**src/rtl/sme_param.sv**
```systemverilog
// sme_param: streaming string/pattern matcher supporting '.', '^' and '$' metacharacters.
// Defining SME_PARAM_STAR_EN adds '*' (zero or more characters) with backtracking.
module sme_param #(
    parameter int CW      = 8,
    parameter int STR_MAX = 32,
    parameter int PAT_MAX = 8,
    parameter int IW      = $clog2(STR_MAX)
) (
    input  logic          clk,
    input  logic          reset,
    input  logic [CW-1:0] chardata,
    input  logic          isstring,
    input  logic          ispattern,
    output logic          match,
    output logic [IW-1:0] match_index,
    output logic          valid,
    output logic          busy
);
    typedef enum logic [2:0] {
        IDLE     = 3'd0,
        LOAD_STR = 3'd1,
        LOAD_PAT = 3'd2,
        CALC     = 3'd3,
        DONE     = 3'd4
    } state_t;

    localparam int PIW = (PAT_MAX > 1) ? $clog2(PAT_MAX) : 1;
    localparam int LW  = ((IW > PIW) ? IW : PIW) + 1;

    localparam logic [IW:0]    S_ZERO  = (IW+1)'(0);
    localparam logic [IW:0]    S_ONE   = (IW+1)'(1);
    localparam logic [IW:0]    STR_LIM = (IW+1)'(STR_MAX);
    localparam logic [IW-1:0]  SA_ZERO = IW'(0);
    localparam logic [IW-1:0]  SA_ONE  = IW'(1);
    localparam logic [PIW:0]   P_ZERO  = (PIW+1)'(0);
    localparam logic [PIW:0]   P_ONE   = (PIW+1)'(1);
    localparam logic [PIW:0]   PAT_LIM = (PIW+1)'(PAT_MAX);
    localparam logic [PIW-1:0] PA_ZERO = PIW'(0);

    localparam logic [CW-1:0] CH_SPACE  = CW'(8'h20);
    localparam logic [CW-1:0] CH_DOT    = CW'(8'h2E);
    localparam logic [CW-1:0] CH_CARET  = CW'(8'h5E);
    localparam logic [CW-1:0] CH_DOLLAR = CW'(8'h24);

    state_t        state_r;
    logic [CW-1:0] str_r [STR_MAX];
    logic [CW-1:0] pat_r [PAT_MAX];
    logic [IW:0]   slen_r;
    logic [IW:0]   start_r;
    logic [IW:0]   sidx_r;
    logic [IW-1:0] first_r;
    logic          first_set_r;
    logic [PIW:0]  plen_r;
    logic [PIW:0]  pidx_r;

    logic          take_pat_s, take_str_s, str_we_s, pat_we_s;
    logic [IW-1:0] str_wa_s;
    logic [PIW-1:0] pat_wa_s;
    logic [PIW:0]  last_s, elems_s, mlen_s;
    logic [IW:0]   rem_s;
    logic          anchor_s_s, anchor_e_s, no_room_s;
    logic [CW-1:0] pch_s, sch_s, prev_s;
    logic [IW-1:0] prev_a_s, res_idx_s;
    logic          in_str_s, is_caret_s, is_dollar_s, final_s;
    logic          elem_ok_s, consume_s;

`ifdef SME_PARAM_STAR_EN
    localparam logic [CW-1:0] CH_STAR = CW'(8'h2A);

    logic [IW:0]   star_sidx_r;
    logic [PIW:0]  star_pidx_r;
    logic          have_star_r, star_first_set_r;
    logic [PIW:0]  nstar_s;
    logic          is_star_s, can_back_s;

    // Count '*' elements: they consume nothing, so they do not add to the minimum length.
    always_comb begin
        nstar_s = P_ZERO;
        for (int k = 0; k < PAT_MAX; k++) begin
            nstar_s = nstar_s + ((((PIW+1)'(k) < plen_r) && (pat_r[k] == CH_STAR)) ? P_ONE : P_ZERO);
        end
    end

    assign is_star_s  = !is_caret_s && !is_dollar_s && (pch_s == CH_STAR);
    assign can_back_s = have_star_r && (star_sidx_r < slen_r);
    assign mlen_s     = elems_s - nstar_s;
`else
    assign mlen_s     = elems_s;
`endif

    // ispattern wins over isstring; strobes are only accepted while loading.
    assign take_pat_s = ispattern && ((state_r == IDLE) || (state_r == LOAD_STR) || (state_r == LOAD_PAT));
    assign take_str_s = isstring && !ispattern && ((state_r == IDLE) || (state_r == LOAD_STR));
    assign str_we_s   = take_str_s && ((state_r == IDLE) || (slen_r < STR_LIM));
    assign str_wa_s   = (state_r == IDLE) ? SA_ZERO : slen_r[IW-1:0];
    assign pat_we_s   = take_pat_s && ((state_r != LOAD_PAT) || (plen_r < PAT_LIM));
    assign pat_wa_s   = (state_r == LOAD_PAT) ? plen_r[PIW-1:0] : PA_ZERO;

    assign last_s     = plen_r - P_ONE;
    assign anchor_s_s = (plen_r != P_ZERO) && (pat_r[PA_ZERO] == CH_CARET);
    assign anchor_e_s = (plen_r != P_ZERO) && (pat_r[last_s[PIW-1:0]] == CH_DOLLAR);
    assign elems_s    = plen_r - (anchor_s_s ? P_ONE : P_ZERO) - (anchor_e_s ? P_ONE : P_ZERO);
    assign rem_s      = slen_r - start_r;
    assign no_room_s  = (elems_s == P_ZERO) || (start_r >= slen_r) || (LW'(rem_s) < LW'(mlen_s));

    assign pch_s       = pat_r[pidx_r[PIW-1:0]];
    assign in_str_s    = sidx_r < slen_r;
    assign sch_s       = in_str_s ? str_r[sidx_r[IW-1:0]] : {CW{1'b0}};
    assign prev_a_s    = sidx_r[IW-1:0] - SA_ONE;
    assign prev_s      = str_r[prev_a_s];
    assign is_caret_s  = (pidx_r == P_ZERO) && anchor_s_s;
    assign is_dollar_s = (pidx_r == last_s) && anchor_e_s;
    assign final_s     = pidx_r == last_s;

    // Evaluate the current pattern element against the current string position.
    always_comb begin
        elem_ok_s = 1'b0;
        consume_s = 1'b0;
        if (is_caret_s) begin
            elem_ok_s = (sidx_r == S_ZERO) || (prev_s == CH_SPACE);
            consume_s = 1'b0;
        end else if (is_dollar_s) begin
            elem_ok_s = !in_str_s || (sch_s == CH_SPACE);
            consume_s = 1'b0;
`ifdef SME_PARAM_STAR_EN
        end else if (is_star_s) begin
            elem_ok_s = 1'b1;
            consume_s = 1'b0;
`endif
        end else begin
            elem_ok_s = in_str_s && ((pch_s == CH_DOT) || (pch_s == sch_s));
            consume_s = 1'b1;
        end
    end

    assign res_idx_s = first_set_r ? first_r : (consume_s ? sidx_r[IW-1:0] : start_r[IW-1:0]);

    // Character storage; only the lengths qualify what is read, so no reset is needed.
    always_ff @(posedge clk) begin
        if (str_we_s) str_r[str_wa_s] <= chardata;
        if (pat_we_s) pat_r[pat_wa_s] <= chardata;
    end

    // Control FSM, lengths, search pointers and registered outputs.
    always_ff @(posedge clk or posedge reset) begin
        if (reset) begin
            state_r     <= IDLE;
            slen_r      <= S_ZERO;
            plen_r      <= P_ZERO;
            start_r     <= S_ZERO;
            sidx_r      <= S_ZERO;
            pidx_r      <= P_ZERO;
            first_r     <= SA_ZERO;
            first_set_r <= 1'b0;
            match       <= 1'b0;
            match_index <= SA_ZERO;
            valid       <= 1'b0;
            busy        <= 1'b0;
`ifdef SME_PARAM_STAR_EN
            star_sidx_r      <= S_ZERO;
            star_pidx_r      <= P_ZERO;
            have_star_r      <= 1'b0;
            star_first_set_r <= 1'b0;
`endif
        end else begin
            valid <= 1'b0;
            case (state_r)
                IDLE: begin
                    if (take_pat_s) begin
                        state_r <= LOAD_PAT;
                        plen_r  <= P_ONE;
                    end else if (take_str_s) begin
                        state_r <= LOAD_STR;
                        slen_r  <= S_ONE;
                        plen_r  <= P_ZERO;
                    end
                end
                LOAD_STR: begin
                    if (take_pat_s) begin
                        state_r <= LOAD_PAT;
                        plen_r  <= P_ONE;
                    end else if (take_str_s) begin
                        if (slen_r < STR_LIM) slen_r <= slen_r + S_ONE;
                    end else begin
                        // A string-only frame searches with an empty pattern.
                        state_r     <= CALC;
                        busy        <= 1'b1;
                        start_r     <= S_ZERO;
                        sidx_r      <= S_ZERO;
                        pidx_r      <= P_ZERO;
                        first_set_r <= 1'b0;
`ifdef SME_PARAM_STAR_EN
                        have_star_r <= 1'b0;
`endif
                    end
                end
                LOAD_PAT: begin
                    if (ispattern) begin
                        if (plen_r < PAT_LIM) plen_r <= plen_r + P_ONE;
                    end else if (!isstring) begin
                        state_r     <= CALC;
                        busy        <= 1'b1;
                        start_r     <= S_ZERO;
                        sidx_r      <= S_ZERO;
                        pidx_r      <= P_ZERO;
                        first_set_r <= 1'b0;
`ifdef SME_PARAM_STAR_EN
                        have_star_r <= 1'b0;
`endif
                    end
                end
                CALC: begin
                    if ((pidx_r == P_ZERO) && no_room_s) begin
                        state_r     <= DONE;
                        valid       <= 1'b1;
                        match       <= 1'b0;
                        match_index <= SA_ZERO;
                    end else if (elem_ok_s) begin
                        if (final_s) begin
                            state_r     <= DONE;
                            valid       <= 1'b1;
                            match       <= 1'b1;
                            match_index <= res_idx_s;
                        end else begin
                            pidx_r <= pidx_r + P_ONE;
                            if (consume_s) sidx_r <= sidx_r + S_ONE;
                            if (consume_s && !first_set_r) begin
                                first_r     <= sidx_r[IW-1:0];
                                first_set_r <= 1'b1;
                            end
`ifdef SME_PARAM_STAR_EN
                            if (is_star_s) begin
                                star_pidx_r      <= pidx_r + P_ONE;
                                star_sidx_r      <= sidx_r;
                                have_star_r      <= 1'b1;
                                star_first_set_r <= first_set_r;
                            end
`endif
                        end
`ifdef SME_PARAM_STAR_EN
                    end else if (can_back_s) begin
                        // Let the most recent '*' swallow one more character and retry after it.
                        star_sidx_r <= star_sidx_r + S_ONE;
                        sidx_r      <= star_sidx_r + S_ONE;
                        pidx_r      <= star_pidx_r;
                        first_set_r <= star_first_set_r;
`endif
                    end else begin
                        start_r     <= start_r + S_ONE;
                        sidx_r      <= start_r + S_ONE;
                        pidx_r      <= P_ZERO;
                        first_set_r <= 1'b0;
`ifdef SME_PARAM_STAR_EN
                        have_star_r <= 1'b0;
`endif
                    end
                end
                DONE: begin
                    state_r <= IDLE;
                    busy    <= 1'b0;
                end
                default: begin
                    state_r <= IDLE;
                    busy    <= 1'b0;
                end
            endcase
        end
    end
endmodule

```
**config.mk**
```make
export PLATFORM = sky130hd
export DESIGN_NAME = sme_param
export DESIGN_NICKNAME = d
export VERILOG_FILES = /design/src/rtl/sme_param.sv
export SDC_FILE = /design/constraint.sdc
export NUM_CORES = 1
export LEC_CHECK = 0
export ABC_CLOCK_PERIOD_IN_PS = 6750
export CORE_ASPECT_RATIO = 1.4
export CORE_MARGIN = 2
export CORE_UTILIZATION = 25
export DETAILED_ROUTE_END_ITERATION = 12
export DONT_BUFFER_PORTS = 1
export PLACE_DENSITY = 0.4
export SLEW_MARGIN = 20
export SYNTH_ARGS = -nofsm -noshare
export SYNTH_HDL_FRONTEND = slang
export SYNTH_SLANG_ARGS = --single-unit
```
**constraint.sdc**
```tcl
create_clock -name clk -period 6.75 [get_ports clk]
set_input_delay 1.35 -clock clk [delete_from_list [all_inputs] [get_ports clk]]
set_output_delay 1.35 -clock clk [all_outputs]
set_load 0.01 [all_outputs]
```
==> results.json, run 1 <==
{
  "r2r_slack_ps": 1140,
  "finalNetCount": 1303,
  "dpl_cell_area_sq_um": 18400,
  "rr_startpoint": "plen_r[0]",
  "firstDrtPassIters": 5,
  "design_area_sq_um": 19700,
  "ys_types": 84,
  "hold_violations": 0,
  "setup_tns_ps": 0,
  "async_flop_share_pct": 11.8,
  "drive_gt1_share_pct": 13.5,
  "cp_max_fo": 15,
  "drtIter0Drc": 687,
  "die_y_microns": 316,
  "critPathKind": "reg2reg",
  "core_sq_um": 69000,
  "grt_pass1_wl_microns": 81100,
  "arrival_ps": 6050,
  "drc": 0,
  "cts.repair.resized": 0,
  "place_hpwl_microns": 38800,
  "fin_ws_ps": 1140,
  "syn-num-nets": 1302,
  "fin_crit_ps": 5610,
  "die_w_microns": 227,
  "start_util_pct": 25.2,
  "path_clk_slew_ps": 70,
  "syn_inst": 1263,
  "min_path_cells": 1,
  "min_from": "first_r[0]",
  "setup_viol": 0,
  "syn_area_sq_um": 17400,
  "yosys_warnings": 0,
  "vdd.ir_drop.worst_mv": 0.169,
  "crit_top_cell": "ha_1",
  "required_ps": 7180,
  "wl_per_cell_microns": 25.0,
  "ios": 20,
  "r2r-end": "sidx_r[2]",
  "worst_setup_path_end_kind": "register",
  "maxSlewHeadroom_pct": 38.5,
  "yosys.area.top_type": "edfxtp_1",
  "maxCapViolCount": 0,
  "hold_path_class": "reg2reg",
  "cts_hold_buffers": 0,
  "fin_util_pct": 28.5,
  "rows": 114,
  "place_congestion": 0.825,
  "io_buffer_count": 0,
  "synth-edff-count": 320,
  "outcome": "complete, no violations",
  "syn2layout_area_growth_pct": 12.8,
  "cts_buffer_depth": 3,
  "cp_top_family": "compound AO/OA/AOI/OAI gates",
  "cpPeakStageDelay_ps": 530,
  "p_leak_nw": 6.10,
  "grt_pass1_vias": 11800,
  "drtAntennaViolNets": 0,
  "dieArea_sq_um": 71900,
  "grt_use_total_pct": 15.6,
  "fin_skew_ps": 27.7,
  "root_buffer": "clkbuf_16",
  "synth-main-ff-cell": "edfxtp_1",
  "final_common_cell": "edfxtp_1",
  "slew_violations": 0,
  "routed-via-count": 11100,
  "crit_path_top_delay_cell": "fa_1",
  "fmax_mhz": 178,
  "worstRegToRegCells": 24,
  "rsz0062_at_grt": "no",
  "grt_antenna_before_repair": 0,
  "most-common-layout-cells": "edfxtp_1, nor2_1, mux2i_1",
  "synth-seq-cells": 363,
  "power.density_nw_per_um2": 374,
  "ys_top_cells_by_area": "edfxtp_1, dfrtp_1, mux4_2, mux2i_1, nor2_1",
  "synth_top_area_share_pct": 55.1,
  "htreeDepth": 2,
  "min_to": "first_r[0]",
  "fillers": 7086,
  "dp_slack_ps": 1170,
  "insertion_delay_ps": 550,
  "numCtsBuffers": 38,
  "via_per_inst": 5.02,
  "crit_buf_inv": 5,
  "cts_sinks": 363,
  "synth.avg_cell_area_sq_um": 13.8,
  "grt_start_max_net_pins": 54,
  "finalCritPeriodShare_pct": 83.2,
  "grt_overflow": 0,
  "worstMarginPinSlew_ps": 922,
  "post_cts_buffers": 0,
  "yosysSeqAreaShare_pct": 61.3,
  "start_kind": "register",
  "worstPathCellList": "buf_4, inv_1, ha_1, nand2b_1, or2_2, a22oi_1, nor3_1, or2_2, fa_1, inv_1, ha_1, nor2_1, ha_1, xnor2_1, ha_1, a21boi_0, o21a_1, a2111oi_0, o41ai_2, buf_4, a21oi_1, buf_4, a21oi_1, o221ai_1",
  "finalWirelength_microns": 55600,
  "cts_tree": "built"
}
power by group:
part	internal (mW)	switching [mW]
clock	1.27	0.908
combinational	0.948	1.49
sequential	2.54	0.187
total	4.76	2.59
worst reg2reg max path: cells and delay by family (launching register included):
family / cells / cell delay (ps)
flops: 1 / 360
compound gates: 8 / 1750
buf+inv: 5 / 900
xor+xnor: 1 / 140
simple gates: 5 / 910
fa+ha+maj: 5 / 1420
kinds of logic (layout without fill, tap and decap cells):
| logic type | after synthesis | after routing | synth area share [%] |
|---|---|---|---|
| compound gates | 199 | 199 | 7.65 |
| xor+xnor | 26 | 26 | 1.31 |
| fa+ha+maj | 27 | 27 | 2.02 |
| buf+inv | 95 | 125 | 3.04 |
| flops | 363 | 363 | 61.3 |
| mux | 148 | 148 | 11.8 |
| other cells | 0 | 1 | 0 |
| simple gates | 405 | 405 | 12.9 |
routing by layer:
metal  global-route usage, %  part of all wire (%)  wire, microns  vias to the layer above
met4                    6.86                   4.5           2520                        0
met2                    29.9                    55          30500                      256
met5                       0                     0              0                        -
li1                        -                     -              -                     4994
met1                    17.1                    38          20900                     5789
met3                    1.52                   3.0           1680                      106
state kept, by name (all words and copies together) (netlist names):
register / count
busy: 1
first_r: 5
first_set_r: 1
match: 1
match_index: 5
pat_r: 64
pidx_r: 4
plen_r: 4
sidx_r: 6
slen_r: 6
start_r: 6
state_r: 3
str_r: 256
valid: 1
metrics by stage:
stage	cells	total power [mW]	hold WS, ps
floorplan	1263	4.48	482
global placement	2152	5.23	503
detailed placement	2152	5.23	495
CTS	2221	7.44	517
global route	2221	7.72	538
finish	2222	7.35	514
how the worst max path moves through the flow:
stage | cells past startpoint | from | to | slack [ps]
after floorplan | 23 | plen_r[1] | sidx_r[2] | 1730
after global placement | 24 | plen_r[0] | first_set_r | 1250
after detailed placement | 24 | plen_r[0] | sidx_r[2] | 1170
after CTS | 24 | plen_r[0] | sidx_r[2] | 1100
after global routing | 24 | plen_r[0] | start_r[0] | 660
final | 24 | plen_r[0] | sidx_r[2] | 1140
area by class of cell:
type | count | area (sq um) | share of cell area [%]
inverters | 34 | 128 | 0.649
clock inverters | 19 | 215 | 1.09
well taps | 928 | 1160 | 5.91
flip-flops and latches | 363 | 10700 | 54.4
multi-input cells | 805 | 6230 | 31.7
repair buffers | 22 | 165 | 0.840
clock buffers | 50 | 1070 | 5.43
diodes | 1 | 2.50 | 0.0127
synth_stat cells, types with 14 or more instances:
| master | instances |
|---|---|
| a21oi_1 | 35 |
| a22oi_1 | 14 |
| clkbuf_1 | 23 |
| dfrtp_1 | 43 |
| edfxtp_1 | 320 |
| ha_1 | 25 |
| inv_1 | 34 |
| mux2_2 | 14 |
| mux2i_1 | 85 |
| mux4_2 | 42 |
| nand2_1 | 61 |
| nand3_1 | 50 |
| nor2_1 | 92 |
| nor3_1 | 38 |
| nor4_1 | 27 |
| nor4b_1 | 34 |
| o21ai_0 | 33 |
| o22ai_1 | 34 |
| or3_1 | 14 |
| xor2_1 | 14 |
Note: power is estimated with default switching activity, not from simulation.
==> inputs of run 2 (changes only) <==
ABC_CLOCK_PERIOD_IN_PS = 4800   (was 6750)
PLACE_DENSITY = 0.42   (was 0.4)
clock period = 4.8 ns   (was 6.75 ns; I/O delays follow)
==> results.json, run 2 (synthesis gave the netlist of run 1 again) <==
{
  "firstDrtPassIters": 5,
  "dieArea_sq_um": 71900,
  "fin_crit_ps": 4540,
  "die_w_microns": 227,
  "finalWirelength_microns": 54100,
  "p_sw_mw": 3.74,
  "place_hpwl_microns": 38400,
  "grt_antenna_before_repair": 1,
  "die_y_microns": 316,
  "cp_max_fo": 5,
  "most-common-layout-cells": "edfxtp_1, nor2_1, mux2i_1",
  "critPathKind": "reg2reg",
  "fin_cells": 2266,
  "p_int_mw": 6.88,
  "slew_violations": 0,
  "maxSlewHeadroom_pct": 32.2,
  "grt_start_max_net_pins": 60,
  "dpl_cell_area_sq_um": 18800,
  "root_buffer": "clkbuf_16",
  "regMostFlops": "str_r",
  "start_kind": "register",
  "syn2layout_area_growth_pct": 15.5,
  "p_leak_nw": 6.31,
  "top_regs": "str_r x256, pat_r x64",
  "final_common_cell": "edfxtp_1",
  "path_clk_slew_ps": 70,
  "core_sq_um": 69000,
  "setup_viol": 0,
  "comb_power_share_pct": 36.7,
  "drive_gt1_share_pct": 17.3,
  "htreeDepth": 2,
  "met2_usage_pct": 29.1,
  "grt_use_met3_pct": 1.41,
  "io_buffer_count": 0,
  "finalCritPeriodShare_pct": 94.7,
  "start_util_pct": 25.2,
  "grt_pass1_vias": 11800,
  "setup_tns_ps": 0,
  "hold_violations": 0,
  "required_ps": 5230,
  "switching_share_pct": 35.2,
  "hold_path_class": "in2async",
  "drtAntennaViolNets": 0,
  "numCtsBuffers": 40,
  "fmax_mhz": 220,
  "vdd.ir_drop.worst_mv": 0.252,
  "grt_busiest_layer": "met2",
  "fin_skew_ps": 26.2,
  "place_congestion": 0.852,
  "power.density_nw_per_um2": 528,
  "worst_setup_path_end_kind": "register",
  "grt_use_total_pct": 15.0,
  "rows": 114,
  "p_seq_share_pct": 35.8,
  "cts_tree": "built",
  "largest_reg_flops": 256,
  "routed-via-count": 11100,
  "cts_buffer_depth": 3,
  "ios": 20,
  "dp_cells": 2193,
  "wl_per_cell_microns": 23.9,
  "worstMarginPinSlew_ps": 1010,
  "cts_sinks": 363,
  "fillers": 7016,
  "outcome": "complete, no violations",
  "cts_hold_buffers": 0,
  "grt_overflow": 0,
  "via_per_inst": 4.92,
  "drtIter0Drc": 790,
  "fin_ws_ps": 256,
  "clkPwrFrac_pct": 27.4,
  "arrival_ps": 4980,
  "finalNetCount": 1349,
  "insertion_delay_ps": 550,
  "totalPowerFinal_mw": 10.6,
  "design_area_sq_um": 20100,
  "grt_pass1_wl_microns": 79100,
  "dp_slack_ps": -1.39,
  "met1_usage_pct": 17.1,
  "maxCapViolCount": 0,
  "drc": 0,
  "n_antenna_cell": 0
}
==> run 2: cell count changes in the layout (fill, tap and decap cells not counted), sizes merged <==
cell	change
inv	-3
diode	-1
bufinv	-2
clkbuf	+1
buf	+44
clkinvlp	+1
clkinv	+4
==> run 2: worst max-delay path, cell delays in order (launching register included) <==
cell and delay [ps]:
dfrtp_1 390, inv_2 90, ha_4 170, nand2b_4 50
or2_4 250, a22oi_2 150, nor3_1 90, or2_4 280
fa_1 510, inv_1 50, ha_2 170, nor2_2 100
ha_1 240, ha_1 270, o21ai_1 60, a21boi_1 140
o21a_1 180, a2111oi_4 60, o41ai_4 290, buf_4 200
a21oi_4 80, buf_4 190, a31o_2 210, a22o_1 220
==> run 2: cell type report <==
cell class | count | area (sq um) | area share [%]
clock buffers | 51 | 1060 | 5.28
clock inverters | 19 | 143 | 0.709
flip-flops and latches | 363 | 10700 | 53.1
inverters | 34 | 131 | 0.653
multi-input cells | 805 | 6380 | 31.7
repair buffers | 66 | 558 | 2.77
well taps | 928 | 1160 | 5.77
==> run 2: through the flow <==
step	util [%]	hold slack [ps]
after floorplan	-	482
after global placement	27.2	501
after detailed placement	27.2	505
after CTS	28.9	491
after global routing	29.2	484
final	29.2	419
==> run 2: worst paths after layout <==
path	startpoint	end	slack [ps]	depth (start not counted)
max in group asynchronous	reset	sidx_r[2]	3800	1
setup reg to reg	plen_r[0]	pidx_r[2]	260	23
hold / removal	reset	valid	420	1
setup / recovery	plen_r[0]	pidx_r[2]	260	23
min in group clk	chardata[2]	str_r[3][2]	520	0
hold reg to reg	first_r[3]	first_r[3]	520	1
==> run 2: what timing repair did <==
action	in CTS	in global routing
endpoints found under the setup margin	6	32
setup buffers	0	3
resized for setup	0	19
pin swaps	1	17
==> run 2: power by group through the flow <==
| stage | logic, mW | clock network (mW) | registers (mW) |
|---|---|---|---|
| global placement | 3.76 | 0 | 3.87 |
| CTS | 3.80 | 2.99 | 3.80 |
| detailed placement | 3.80 | 0 | 3.86 |
| global route | 4.20 | 3.09 | 3.82 |
| finish | 3.90 | 2.91 | 3.80 |
| floorplan | 2.70 | 0 | 3.72 |
==> run 2: metal layers <==
layer / wire length [microns] / part of all wire, %
met4: 1770 / 3.3
met2: 29600 / 55
met3: 1600 / 3.0
met1: 21100 / 39
met5: 0 / 0
==> inputs of run 3 (changes only) <==
CORE_UTILIZATION = 55   (was 25)
PLACE_DENSITY = 0.75   (was 0.42)
==> results.json, run 3 (synthesis gave the netlist of run 1 again) <==
{
  "outcome": "complete, no violations",
  "finalCritPeriodShare_pct": 97.5,
  "fillers": 2301,
  "finalNetCount": 1325,
  "place_congestion": 0.948,
  "worstRegToRegCells": 20,
  "grt_overflow": 0,
  "arrival_ps": 5090,
  "place_hpwl_microns": 31200,
  "drtIter0Drc": 1064,
  "cts_hold_buffers": 0,
  "numCtsBuffers": 35,
  "grt_pass1_vias": 11900,
  "path_clk_slew_ps": 70,
  "routed-via-count": 11700,
  "n_antenna_cell": 0,
  "comb_power_share_pct": 35.7,
  "final_common_cell": "edfxtp_1",
  "maxSlewHeadroom_pct": 32.0,
  "maxCapViolCount": 0,
  "drtAntennaViolNets": 0,
  "grt_pass1_wl_microns": 68800,
  "setup_viol": 0,
  "p_sw_mw": 3.53,
  "cp_max_fo": 4,
  "ios": 20,
  "fin_ws_ps": 118,
  "cts_buffer_depth": 3,
  "core_sq_um": 31400,
  "min_path_cells": 0,
  "p_int_mw": 6.80,
  "die_y_microns": 215,
  "fin_skew_ps": 28.1,
  "dp_slack_ps": -30.1,
  "p_leak_nw": 6.20,
  "grt_use_total_pct": 27.5,
  "root_buffer": "clkbuf_16",
  "io_buffer_count": 0,
  "hold_violations": 0,
  "clkPwrFrac_pct": 27.4,
  "finalWirelength_microns": 45500,
  "dp_cells": 1640,
  "critPathKind": "reg2reg",
  "via_per_inst": 6.84,
  "largest_reg_flops": 256,
  "setup_tns_ps": 0,
  "top_regs": "str_r x256, pat_r x64",
  "fmax_mhz": 214,
  "switching_share_pct": 34.2,
  "fin_cells": 1705,
  "worst_setup_path_end_kind": "register",
  "r2r_slack_ps": 120,
  "cts_sinks": 363,
  "cts_tree": "built",
  "die_w_microns": 154,
  "regMostFlops": "str_r",
  "rows": 77,
  "hold_path_class": "in2reg",
  "syn2layout_area_growth_pct": 10.4,
  "slew_violations": 0,
  "grt_start_max_net_pins": 60,
  "insertion_delay_ps": 550,
  "grt_antenna_before_repair": 0,
  "vdd.ir_drop.worst_mv": 0.302,
  "wl_per_cell_microns": 26.7,
  "required_ps": 5210,
  "start_kind": "register",
  "firstDrtPassIters": 6,
  "drc": 0,
  "start_util_pct": 55.5,
  "p_seq_share_pct": 36.8,
  "fin_util_pct": 61.3,
  "most-common-layout-cells": "edfxtp_1, nor2_1, mux2i_1",
  "worstMarginPinSlew_ps": 1010,
  "htreeDepth": 2,
  "drive_gt1_share_pct": 16.3,
  "power.density_nw_per_um2": 537,
  "dieArea_sq_um": 33100,
  "fin_crit_ps": 4680
}
run 3: cell types whose count changed in the layout (fill, tap and decap cells not counted), moves of 3 or more:
cell / before / now
buf_4: 61 / 43
clkbuf_1: 10 / 5
clkbuf_16: 41 / 36
clkinv_1: 8 / 3
bufinv_16: 2 / 5
run 3: power groups by stage:
| stage | Combinational [mW] | Sequential, mW | Clock [mW] |
|---|---|---|---|
| global placement | 3.41 | 3.85 | 0 |
| global route | 3.94 | 3.82 | 2.98 |
| detailed placement | 3.48 | 3.86 | 0 |
| CTS | 3.54 | 3.79 | 2.85 |
| floorplan | 2.70 | 3.72 | 0 |
| finish | 3.69 | 3.80 | 2.83 |
run 3: worst paths after layout:
path | startpoint | end
worst min register to register | first_r[3] | first_r[3]
max in group asynchronous | reset | sidx_r[2]
worst min-delay path | chardata[3] | str_r[1][3]
min in group asynchronous | reset | match_index[3]
worst max-delay path | pat_r[2][4] | start_r[2]
worst max register to register | pat_r[2][4] | start_r[2]
run 3: layout make-up:
type,instances,area (sq um),area share (%)
inverters,34,130,0.676
clock buffers,41,920,4.78
flip-flops and latches,363,10700,55.6
well taps,395,494,2.57
repair buffers,47,394,2.05
multi-input cells,805,6360,33.1
clock inverters,20,248,1.29
run 3: repair_timing:
action	4_1_cts	5_1_grt
cloned	0	0
hold endpoints to repair	0	0
setup endpoints to repair	9	32
setup buffers	0	4
pin swaps	0	11
resized for setup	2	17
run 3: critical path, stage by stage (launching register included):
cell       delay, ps
edfxtp_1         420
nor4b_1          440
nand3_1          130
a22oi_1          190
nor3_1            90
or2_4            280
fa_1             460
inv_1             80
ha_2             180
nor2_2            40
ha_1             190
xnor2_1          180
ha_1             260
a21boi_1         120
o21a_1           200
a2111oi_4        380
o41ai_4          140
buf_4            190
and2_4           140
and4_1           200
a211o_1          270
run 3: metal layers:
layer | global-route usage, % | share of wire, % | up-vias
met2 | 48.2 | 51 | 631
met4 | 13.9 | 5.6 | 0
met5 | 0 | 0 | -
met1 | 32.7 | 36 | 5826
li1 | - | - | 5032
met3 | 4.39 | 7.3 | 173
run 3: through the flow:
stage	power (mW)	cell area, sq um	hold WS [ps]
CTS	10.2	19100	501
detailed placement	7.34	17900	499
global placement	7.27	17900	503
finish	10.3	19200	511
global route	10.7	19200	501
floorplan	6.42	17500	482
